--- config.mk ---
export PLATFORM = sky130hd
export DESIGN_NAME = mac_result_reader
export DESIGN_NICKNAME = d
export VERILOG_FILES = /design/src/rtl/mac_pkg.sv /design/src/rtl/result_fifo.sv /design/src/rtl/mac_result_reader.sv
export SDC_FILE = /design/constraint.sdc
export NUM_CORES = 1
export LEC_CHECK = 0
export CORE_ASPECT_RATIO = 1.2
export CORE_UTILIZATION = 56
export DETAILED_ROUTE_END_ITERATION = 10
export PLACE_DENSITY_LB_ADDON = 0.1
export SYNTH_ARGS = -nofsm -noshare
export SYNTH_HDL_FRONTEND = slang
export SYNTH_HIERARCHICAL = 1
export SYNTH_SLANG_ARGS = --single-unit
--- constraint.sdc ---
create_clock -name clk -period 3.4 [get_ports clk]
set_input_delay 1.02 -clock clk [delete_from_list [all_inputs] [get_ports clk]]
set_output_delay 1.02 -clock clk [all_outputs]
set_load 0.01 [all_outputs]
--- src/rtl/mac_pkg.sv ---
//------------------------------------------------------------------------------
// mac_pkg : shared types and FP16 constants for the MAC result reader
// Rev 1.0 : initial release
//------------------------------------------------------------------------------
`default_nettype none

package mac_pkg;

    typedef enum logic [1:0] {
        ST_IDLE    = 2'd0,
        ST_ACCUM   = 2'd1,
        ST_SETTLE  = 2'd2,
        ST_CAPTURE = 2'd3
    } state_t;

    localparam int          EXP_W        = 5;
    localparam int          MANT_W       = 10;
    localparam logic [4:0]  EXP_ALL_ONES = 5'h1F;

    localparam logic [1:0]  SPC_NORMAL   = 2'b00;
    localparam logic [1:0]  SPC_INF      = 2'b01;
    localparam logic [1:0]  SPC_NAN      = 2'b10;
    localparam logic [1:0]  SPC_ZERO     = 2'b11;

    // Zero and subnormal share one code: both have an all-zero exponent.
    function automatic logic [1:0] fp16_class(input logic [EXP_W-1:0]  exp_f,
                                              input logic [MANT_W-1:0] mant_f);
        logic [1:0] cls;
        cls = SPC_NORMAL;
        if (exp_f == EXP_ALL_ONES)
            cls = (mant_f == '0) ? SPC_INF : SPC_NAN;
        else if (exp_f == '0)
            cls = SPC_ZERO;
        return cls;
    endfunction

endpackage

`default_nettype wire

--- src/rtl/result_fifo.sv ---
//------------------------------------------------------------------------------
// result_fifo : synchronous power-of-two FIFO; head reads as zero when empty
// Rev 1.0 : initial release
//------------------------------------------------------------------------------
`default_nettype none

module result_fifo #(
    parameter int WIDTH = 19,
    parameter int DEPTH = 4
) (
    input  logic                     clk,
    input  logic                     rst,
    input  logic                     i_push,
    input  logic [WIDTH-1:0]         i_wdata,
    input  logic                     i_pop,
    output logic [WIDTH-1:0]         o_rdata,
    output logic                     o_full,
    output logic                     o_empty,
    output logic [$clog2(DEPTH):0]   o_count
);

    localparam int AW = $clog2(DEPTH);

    logic [WIDTH-1:0] r_mem [DEPTH];
    logic [AW-1:0]    r_wr_ptr;
    logic [AW-1:0]    r_rd_ptr;
    logic [AW:0]      r_count;
    logic             w_rd;
    logic             w_wr;

    assign o_empty = (r_count == '0);
    assign o_full  = (r_count == (AW+1)'(DEPTH));
    assign o_count = r_count;
    assign w_rd    = i_pop && !o_empty;
    assign w_wr    = i_push && (!o_full || w_rd);
    assign o_rdata = o_empty ? '0 : r_mem[r_rd_ptr];

    always_ff @(posedge clk) begin
        if (w_wr)
            r_mem[r_wr_ptr] <= i_wdata;
    end

    // Pointers wrap naturally because DEPTH is a power of two.
    always_ff @(posedge clk) begin
        if (rst) begin
            r_wr_ptr <= '0;
            r_rd_ptr <= '0;
            r_count  <= '0;
        end else begin
            if (w_wr)
                r_wr_ptr <= r_wr_ptr + 1'b1;
            if (w_rd)
                r_rd_ptr <= r_rd_ptr + 1'b1;
            case ({w_wr, w_rd})
                2'b10:   r_count <= r_count + 1'b1;
                2'b01:   r_count <= r_count - 1'b1;
                default: r_count <= r_count;
            endcase
        end
    end

endmodule

`default_nettype wire

--- src/rtl/mac_result_reader.sv ---
//------------------------------------------------------------------------------
// mac_result_reader : detects end of MAC runs, captures result + length into a
// FIFO. Optional macro RES_FLAG_EN stores an FP16 class code per entry.
// Rev 1.0 : initial release
//------------------------------------------------------------------------------
`default_nettype none

module mac_result_reader
    import mac_pkg::*;
#(
    parameter int DATA_W      = 16,
    parameter int CNT_W       = 3,
    parameter int DEPTH       = 4,
    parameter int MAC_LATENCY = 2
) (
    input  logic                    clk,
    input  logic                    reset,
    input  logic                    mac_enable,
    input  logic [DATA_W-1:0]       acc_result,
    input  logic                    clr_overflow,
    output logic                    out_valid,
    input  logic                    out_ready,
    output logic [DATA_W-1:0]       out_data,
    output logic [CNT_W-1:0]        out_len,
    output logic [1:0]              out_special,
    output logic [$clog2(DEPTH):0]  fifo_count,
    output logic                    overflow
);

    localparam int                    SETTLE_W = $clog2(MAC_LATENCY + 1);
    localparam logic [SETTLE_W-1:0]   c_LAT    = SETTLE_W'(MAC_LATENCY);

    state_t                r_state;
    state_t                w_state_nxt;
    logic [CNT_W-1:0]      r_run_len;
    logic [CNT_W-1:0]      w_run_inc;
    logic [SETTLE_W-1:0]   r_settle_cnt;
    logic                  r_overflow;
    logic                  w_capture;
    logic                  w_pop;
    logic                  w_push;
    logic                  w_drop;
    logic                  w_full;
    logic                  w_empty;

`ifdef RES_FLAG_EN
    localparam int ENTRY_W = 2 + CNT_W + DATA_W;
    logic [ENTRY_W-1:0] w_wdata;
    logic [ENTRY_W-1:0] w_rdata;
    assign w_wdata     = {fp16_class(acc_result[14:10], acc_result[9:0]), r_run_len, acc_result};
    assign out_special = w_rdata[ENTRY_W-1 -: 2];
`else
    localparam int ENTRY_W = CNT_W + DATA_W;
    logic [ENTRY_W-1:0] w_wdata;
    logic [ENTRY_W-1:0] w_rdata;
    assign w_wdata     = {r_run_len, acc_result};
    assign out_special = 2'b00;
`endif

    assign out_data  = w_rdata[DATA_W-1:0];
    assign out_len   = w_rdata[DATA_W +: CNT_W];
    assign w_run_inc = (&r_run_len) ? r_run_len : r_run_len + 1'b1;

    // State register
    always_ff @(posedge clk) begin
        if (reset)
            r_state <= ST_IDLE;
        else
            r_state <= w_state_nxt;
    end

    // Next-state logic; re-enable during settle resumes the same run
    always_comb begin
        w_state_nxt = r_state;
        case (r_state)
            ST_IDLE:    if (mac_enable) w_state_nxt = ST_ACCUM;
            ST_ACCUM:   if (!mac_enable) w_state_nxt = ST_SETTLE;
            ST_SETTLE: begin
                if (mac_enable)
                    w_state_nxt = ST_ACCUM;
                else if (r_settle_cnt == c_LAT)
                    w_state_nxt = ST_CAPTURE;
            end
            ST_CAPTURE: w_state_nxt = mac_enable ? ST_ACCUM : ST_IDLE;
            default:    w_state_nxt = ST_IDLE;
        endcase
    end

    // Output decode
    always_comb begin
        w_capture = (r_state == ST_CAPTURE);
    end

    always_ff @(posedge clk) begin
        if (reset) begin
            r_run_len    <= '0;
            r_settle_cnt <= '0;
        end else begin
            case (r_state)
                ST_IDLE: begin
                    if (mac_enable)
                        r_run_len <= CNT_W'(1);
                end
                ST_ACCUM: begin
                    if (mac_enable)
                        r_run_len <= w_run_inc;
                    else
                        r_settle_cnt <= SETTLE_W'(1);
                end
                ST_SETTLE: begin
                    if (mac_enable)
                        r_run_len <= w_run_inc;
                    else if (r_settle_cnt != c_LAT)
                        r_settle_cnt <= r_settle_cnt + 1'b1;
                end
                ST_CAPTURE: begin
                    r_run_len <= mac_enable ? CNT_W'(1) : '0;
                end
                default: begin
                    r_run_len    <= '0;
                    r_settle_cnt <= '0;
                end
            endcase
        end
    end

    assign out_valid = !w_empty;
    assign w_pop     = out_valid && out_ready;
    assign w_push    = w_capture && (!w_full || w_pop);
    assign w_drop    = w_capture && w_full && !w_pop;

    // A drop in the same cycle as a clear leaves the flag set.
    always_ff @(posedge clk) begin
        if (reset)
            r_overflow <= 1'b0;
        else if (w_drop)
            r_overflow <= 1'b1;
        else if (clr_overflow)
            r_overflow <= 1'b0;
    end

    assign overflow = r_overflow;

    result_fifo #(
        .WIDTH (ENTRY_W),
        .DEPTH (DEPTH)
    ) u_fifo (
        .clk     (clk),
        .rst     (reset),
        .i_push  (w_push),
        .i_wdata (w_wdata),
        .i_pop   (w_pop),
        .o_rdata (w_rdata),
        .o_full  (w_full),
        .o_empty (w_empty),
        .o_count (fifo_count)
    );

endmodule

`default_nettype wire

Word level (Yosys, flattened, before mapping)
Memory sizes are Yosys's and may differ from the RTL's. A register that Yosys moved wholly into a read port is not among the register bits.
Cells that the tools add are included.
{"block": "classes", "n_addsub": 6, "eq_ne": 15, "reduce_logical": 21, "muxes": 23}
{"cell": "19-bit 2-to-1 mux", "count": 1}
{"cell": "2-bit 2-to-1 mux", "count": 9}
{"cell": "2-bit inequality test, second input constant", "count": 6}
{"cell": "3-bit 2-to-1 mux", "count": 3}
{"cell": "3-bit case mux with 3 select lines", "count": 1}
{"cell": "3-bit AND reduction", "count": 3}
{"cell": "2-bit equality test, second input constant", "count": 4}
{"cell": "2-bit case mux with 4 select lines", "count": 1}
{"cell": "2-bit by 1-bit adder with 2-bit output, second input constant", "count": 3}
{"cell": "3-bit by 1-bit adder with 3-bit output, second input constant", "count": 2}
{"cell": "1-bit logical AND", "count": 6}
{"cell": "1-bit 2-to-1 mux", "count": 6}
{"cell": "3-bit case mux with 2 select lines", "count": 1}
{"cell": "2-bit nonzero test", "count": 3}
{"cell": "2-bit by 1-bit equality test with 1-bit output, second input constant", "count": 2}
{"cell": "2-bit case mux with 2 select lines", "count": 1}
{"cell": "4-bit AND reduction", "count": 1}
{"cell": "3-bit equality test, second input constant", "count": 1}
{"cell": "1-bit zero test", "count": 3}
{"cell": "3-bit zero test", "count": 1}
{"cell": "3-bit inequality test, second input constant", "count": 1}
{"cell": "3-bit by 1-bit subtractor with 3-bit output, second input constant", "count": 1}
{"cell": "2-bit zero test", "count": 1}
{"cell": "1-bit logical OR", "count": 2}
{"cell": "2 further kinds", "count": 2}
{"block": "word_totals", "wordCells": 73, "register_bits": 15, "ramBits": 76, "input_bits": 21, "output_inout_bits": 26, "n_memories": 1}
{"memory": "u_fifo.r_mem", "words": 4, "width": 19, "rd": 1, "rd_clocked_by_memory_dff": 1, "write_ports": 1, "line_no": "result_fifo.sv:24", "source": "logic [WIDTH-1:0] r_mem [DEPTH];"}

Depth between registers and ports, before layout
{"block": "depth", "word_depth": 8, "mapped_depth": 13, "mapped_depth_nobuf": 10}

Hierarchy
Netlist, hierarchy kept.
{"mod": "result_fifo", "area_per_inst_um2": 3564.7, "seq_area_each_um2": 2462.4, "instances": 1, "cells_each": 188}
{"mod": "mac_result_reader", "area_per_inst_um2": 585.6, "seq_area_each_um2": 160.2, "instances": 1, "cells_each": 69}

Worst setup path before layout
No wires, ideal clock.
{"block": "synth_timing", "kind": "in2reg", "startpoint": "input out_ready", "endpoint": "memory u_fifo.r_mem[0][0] (enable)", "arrival_ns": 2.284, "required_time_ns": 3.023, "path_buffers": 1, "slack_ns": 0.739, "setup_time_ns": 0.377, "cell_stages": 6, "cell_sequence": "nand2_1 > a21boi_0 > buf_2 > inv_1 > a31oi_2 > and2_1"}
{"block": "synth_via", "elab_chain_len": 6, "elab_cells_between_ends": 8, "cone_classes": "2 x mux; 6 x reduce/logical"}
{"item": "start: declaration", "line_no": "mac_result_reader.sv:22", "source": "input logic out_ready,"}
{"item": "1-bit logical AND", "line_no": "mac_result_reader.sv:128", "source": "assign w_pop = out_valid && out_ready;"}
{"item": "1-bit logical OR", "line_no": "mac_result_reader.sv:129", "source": "assign w_push = w_capture && (!w_full || w_pop);"}
{"item": "1-bit logical AND", "line_no": "mac_result_reader.sv:129"}
{"item": "net w_push", "line_no": "mac_result_reader.sv:41", "source": "logic w_push;"}
{"item": "1-bit logical AND", "line_no": "result_fifo.sv:35", "source": "assign w_wr = i_push && (!o_full || w_rd);"}
{"item": "1-bit 2-to-1 mux", "line_no": "result_fifo.sv:39", "source": "if (w_wr)"}
{"item": "1-bit 2-to-1 mux (not written as such)", "line_no": "result_fifo.sv:40", "source": "r_mem[r_wr_ptr] <= i_wdata;"}
{"item": "end: declaration", "line_no": "result_fifo.sv:24"}
The timed path passes the listed nets, and every way through them passes these cells.

==> impl_metrics.toml <==
[sta]
max_slew_margin_pct = 55.95
timing.fmax_mhz = 318.3
period_share_pct = 92.41
fin_crit_ns = 3.142
holdWs_ns = 0.4641
skew_ns = 0.008603
worst-slew-pin-transition_ns = 0.6586
tns_ns = 0
grt_setup_unrepaired = "no"
final_max_slew_viol_count = 0
fin_ws_ns = 0.2580
setup_violations = 0
hold_viol = 0

[route]
wl_met1_mm = 2.547
met2_length_mm = 3.390
dr.max_layer_used = "met4"
postRouteAntennaNets = 0
wl_met3_um = 231
viasPerCell = 5.449
first_pass_iters = 4
drc = 0
avgRoutedWirePerCell_um = 15.66
num_vias = 2185
first_iter_violations = 97
wirelength_mm = 6.280

[synth]
yosysWarnings = 6
synthTopCellsByArea = "edfxtp_1 (55%), dfxtp_1 (8.2%), mux4_1 (5.7%)"
syn-cell-area_sq_um = 4150
synth_area_per_cell_sq_um = 16.15
yosys-top-cells-count = "edfxtp_1 (76), dfxtp_1 (17), inv_1 (17), ha_1 (14), nor2_1 (14)"
synthArstFlopShare_pct = 0
synth_top_area_cell = "edfxtp_1"
yosysMostFrequentCell = "edfxtp_1"
ys_types = 51
synth-edff-count = 76
netlist.area_leader.share_pct = 54.99
ys_ff_latch = 93
seq_area_frac_synth_pct = 63.19
synth_cells = 257
synth_flop_cell = "edfxtp_1"

[clock_network]
post_cts_buffers = 0
cts_hold_buf = 0
cts_resized = 0
clock_path_buffers = 2
cts_tree = "yes"
cts_inserted_buffers = 9
cts_sinks = 93
clkTransAtPathRegs_ns = 0.08
h-tree-depth = 3
clock_latency_ns = 0.34
clock-root-buffer = "clkbuf_8"

[setup_path]
r2r-end = "u_fifo/o_count[2]"
worstSetupEndpointType = "primary output"
r2r_slack_ns = 1.00
r2r_start = "u_fifo/o_count[2]"
path_class = "reg2out"
reg2reg_depth = 10
critPathArrivalTime_ns = 2.12
required_ns = 2.38
path_max_fanout = 19
worst_setup_path_start_kind = "register"

[placement]
gp_congestion = 0.7233
dpl.cell_count = 385
dpl_worst_slack_ns = 0.2711
place_hpwl_mm = 4.075
port-buffer-count = 44
placed_area_sq_um = 4697

[power_and_ir_drop]
total_power_mw = 2.138
internal_power_mw = 1.643
pwr-share-comb_pct = 10.2
power.density_nw_per_um2 = 438.6
vdd_drop_max_uv = 275.1
p_sw_uw = 494.6
seqPwrFrac_pct = 60.3
swShare_pct = 23.13
pwr-share-clk_pct = 29.5
p_leak_nw = 1.636

[cells_and_area]
design_area_sq_um = 4875
regArea_sq_um = 2623
fin_nets = 342
stdcell_count = 401
area_growth_pct = 17.46
multiInputGateArea_sq_um = 1373
final_core_util_pct = 67.40
fillers = 508
n_antenna_cell = 0
drive_above_1_share_pct = 17.36

[hold_path]
hp-class = "reg2reg"
whs_path_depth = 2
hold_start = "r_settle_cnt[1]"
holdPathEnd = "r_settle_cnt[1]"

[die]
ios = 47
core_sq_um = 7232
fp.dieW_um = 80.59
die-area_sq_um = 7761
die_h_um = 96.31
rows = 34
initial_utilization_pct = 57.39

[global_route]
overflow = 0
grt_antenna_before_repair = 0
grt_pass1_wl_mm = 9.777
grt_pass1_vias = 2107
groute.usage.overall_pct = 17.83
grt_max_degree = 20

[status]
outcome = "finished clean"

[flow_run]
cap_violations = 0
-- layout by cell type, fill, tap and decap left out, types with 3 or more instances in the layout --
master / n
a21oi_1: 5
a21oi_2: 3
and2_1: 5
buf_4: 6
clkbuf_8: 9
clkdlybuf4s50_1: 44
clkinv_4: 4
dfxtp_1: 17
edfxtp_1: 76
ha_1: 14
inv_1: 17
mux4_1: 9
mux4_2: 10
nand2_1: 5
nand2b_1: 6
nor2_1: 14
nor2b_1: 10
nor2b_4: 10
o21ai_0: 3
or3_1: 3
xor2_1: 3
-- power by group through the flow --
stage	clock (mW)	sequential [mW]	combinational, mW
after floorplan	0	1.31	0.162
after global placement	0	1.31	0.218
after detailed placement	0	1.32	0.223
after CTS	0.648	1.29	0.222
after global routing	0.691	1.30	0.248
final	0.630	1.29	0.219
-- how the worst max path moves through the flow --
stage	from	endpoint	slack, ns	depth (start not counted)
CTS	register	out_data[0]	0.22	4
detailed placement	out_ready	u_fifo/o_count[2]	0.27	9
global placement	out_ready	u_fifo/o_count[2]	0.37	9
floorplan	out_ready	u_fifo/r_mem[0][0]	0.74	6
global route	u_fifo/o_count[0]	out_len[2]	0.18	4
finish	register	out_data[5]	0.26	4
-- layer usage --
metal	track usage (%)	vias up
met4	8.036	0
met1	19.52	1087
met3	4.076	7
li1	-	1049
met5	0	-
met2	32.63	42
-- critical path: stages (launching register included) --
cell             delay, ns
dfxtp_1               0.36
buf_12                0.20
mux4_1                0.58
nor2b_1               0.15
clkdlybuf4s50_1       0.49
-- cell families after synthesis --
logic type | after synthesis | synth area share, %
AND/OR/NAND/NOR | 63 | 10.34
multiplexers | 22 | 11.88
adder cells (fa/ha/maj) | 15 | 4.703
XOR/XNOR | 4 | 0.8443
flip-flops | 93 | 63.19
buffers and inverters | 32 | 3.949
other | 1 | 0.09036
AO/OA/AOI/OAI | 27 | 5.005
-- registers in the layout (all words and copies together), names as in the netlist, named ones only --
name,flops
overflow,1
u_fifo/r_mem,76
u_fifo/r_wr_ptr,2
u_fifo/r_rd_ptr,2
r_settle_cnt,2
r_run_len,3
u_fifo/o_count,3
r_state,2
-- final cells by class --
class | count | area share [%]
tap | 90 | 2.310
timing repair buffer | 52 | 10.78
sequential | 93 | 53.80
clock buffer | 10 | 2.618
clock inverter | 6 | 1.027
multi-input combinational | 133 | 28.16
inverter | 17 | 1.309
Power figures use the tool's default switching activity.
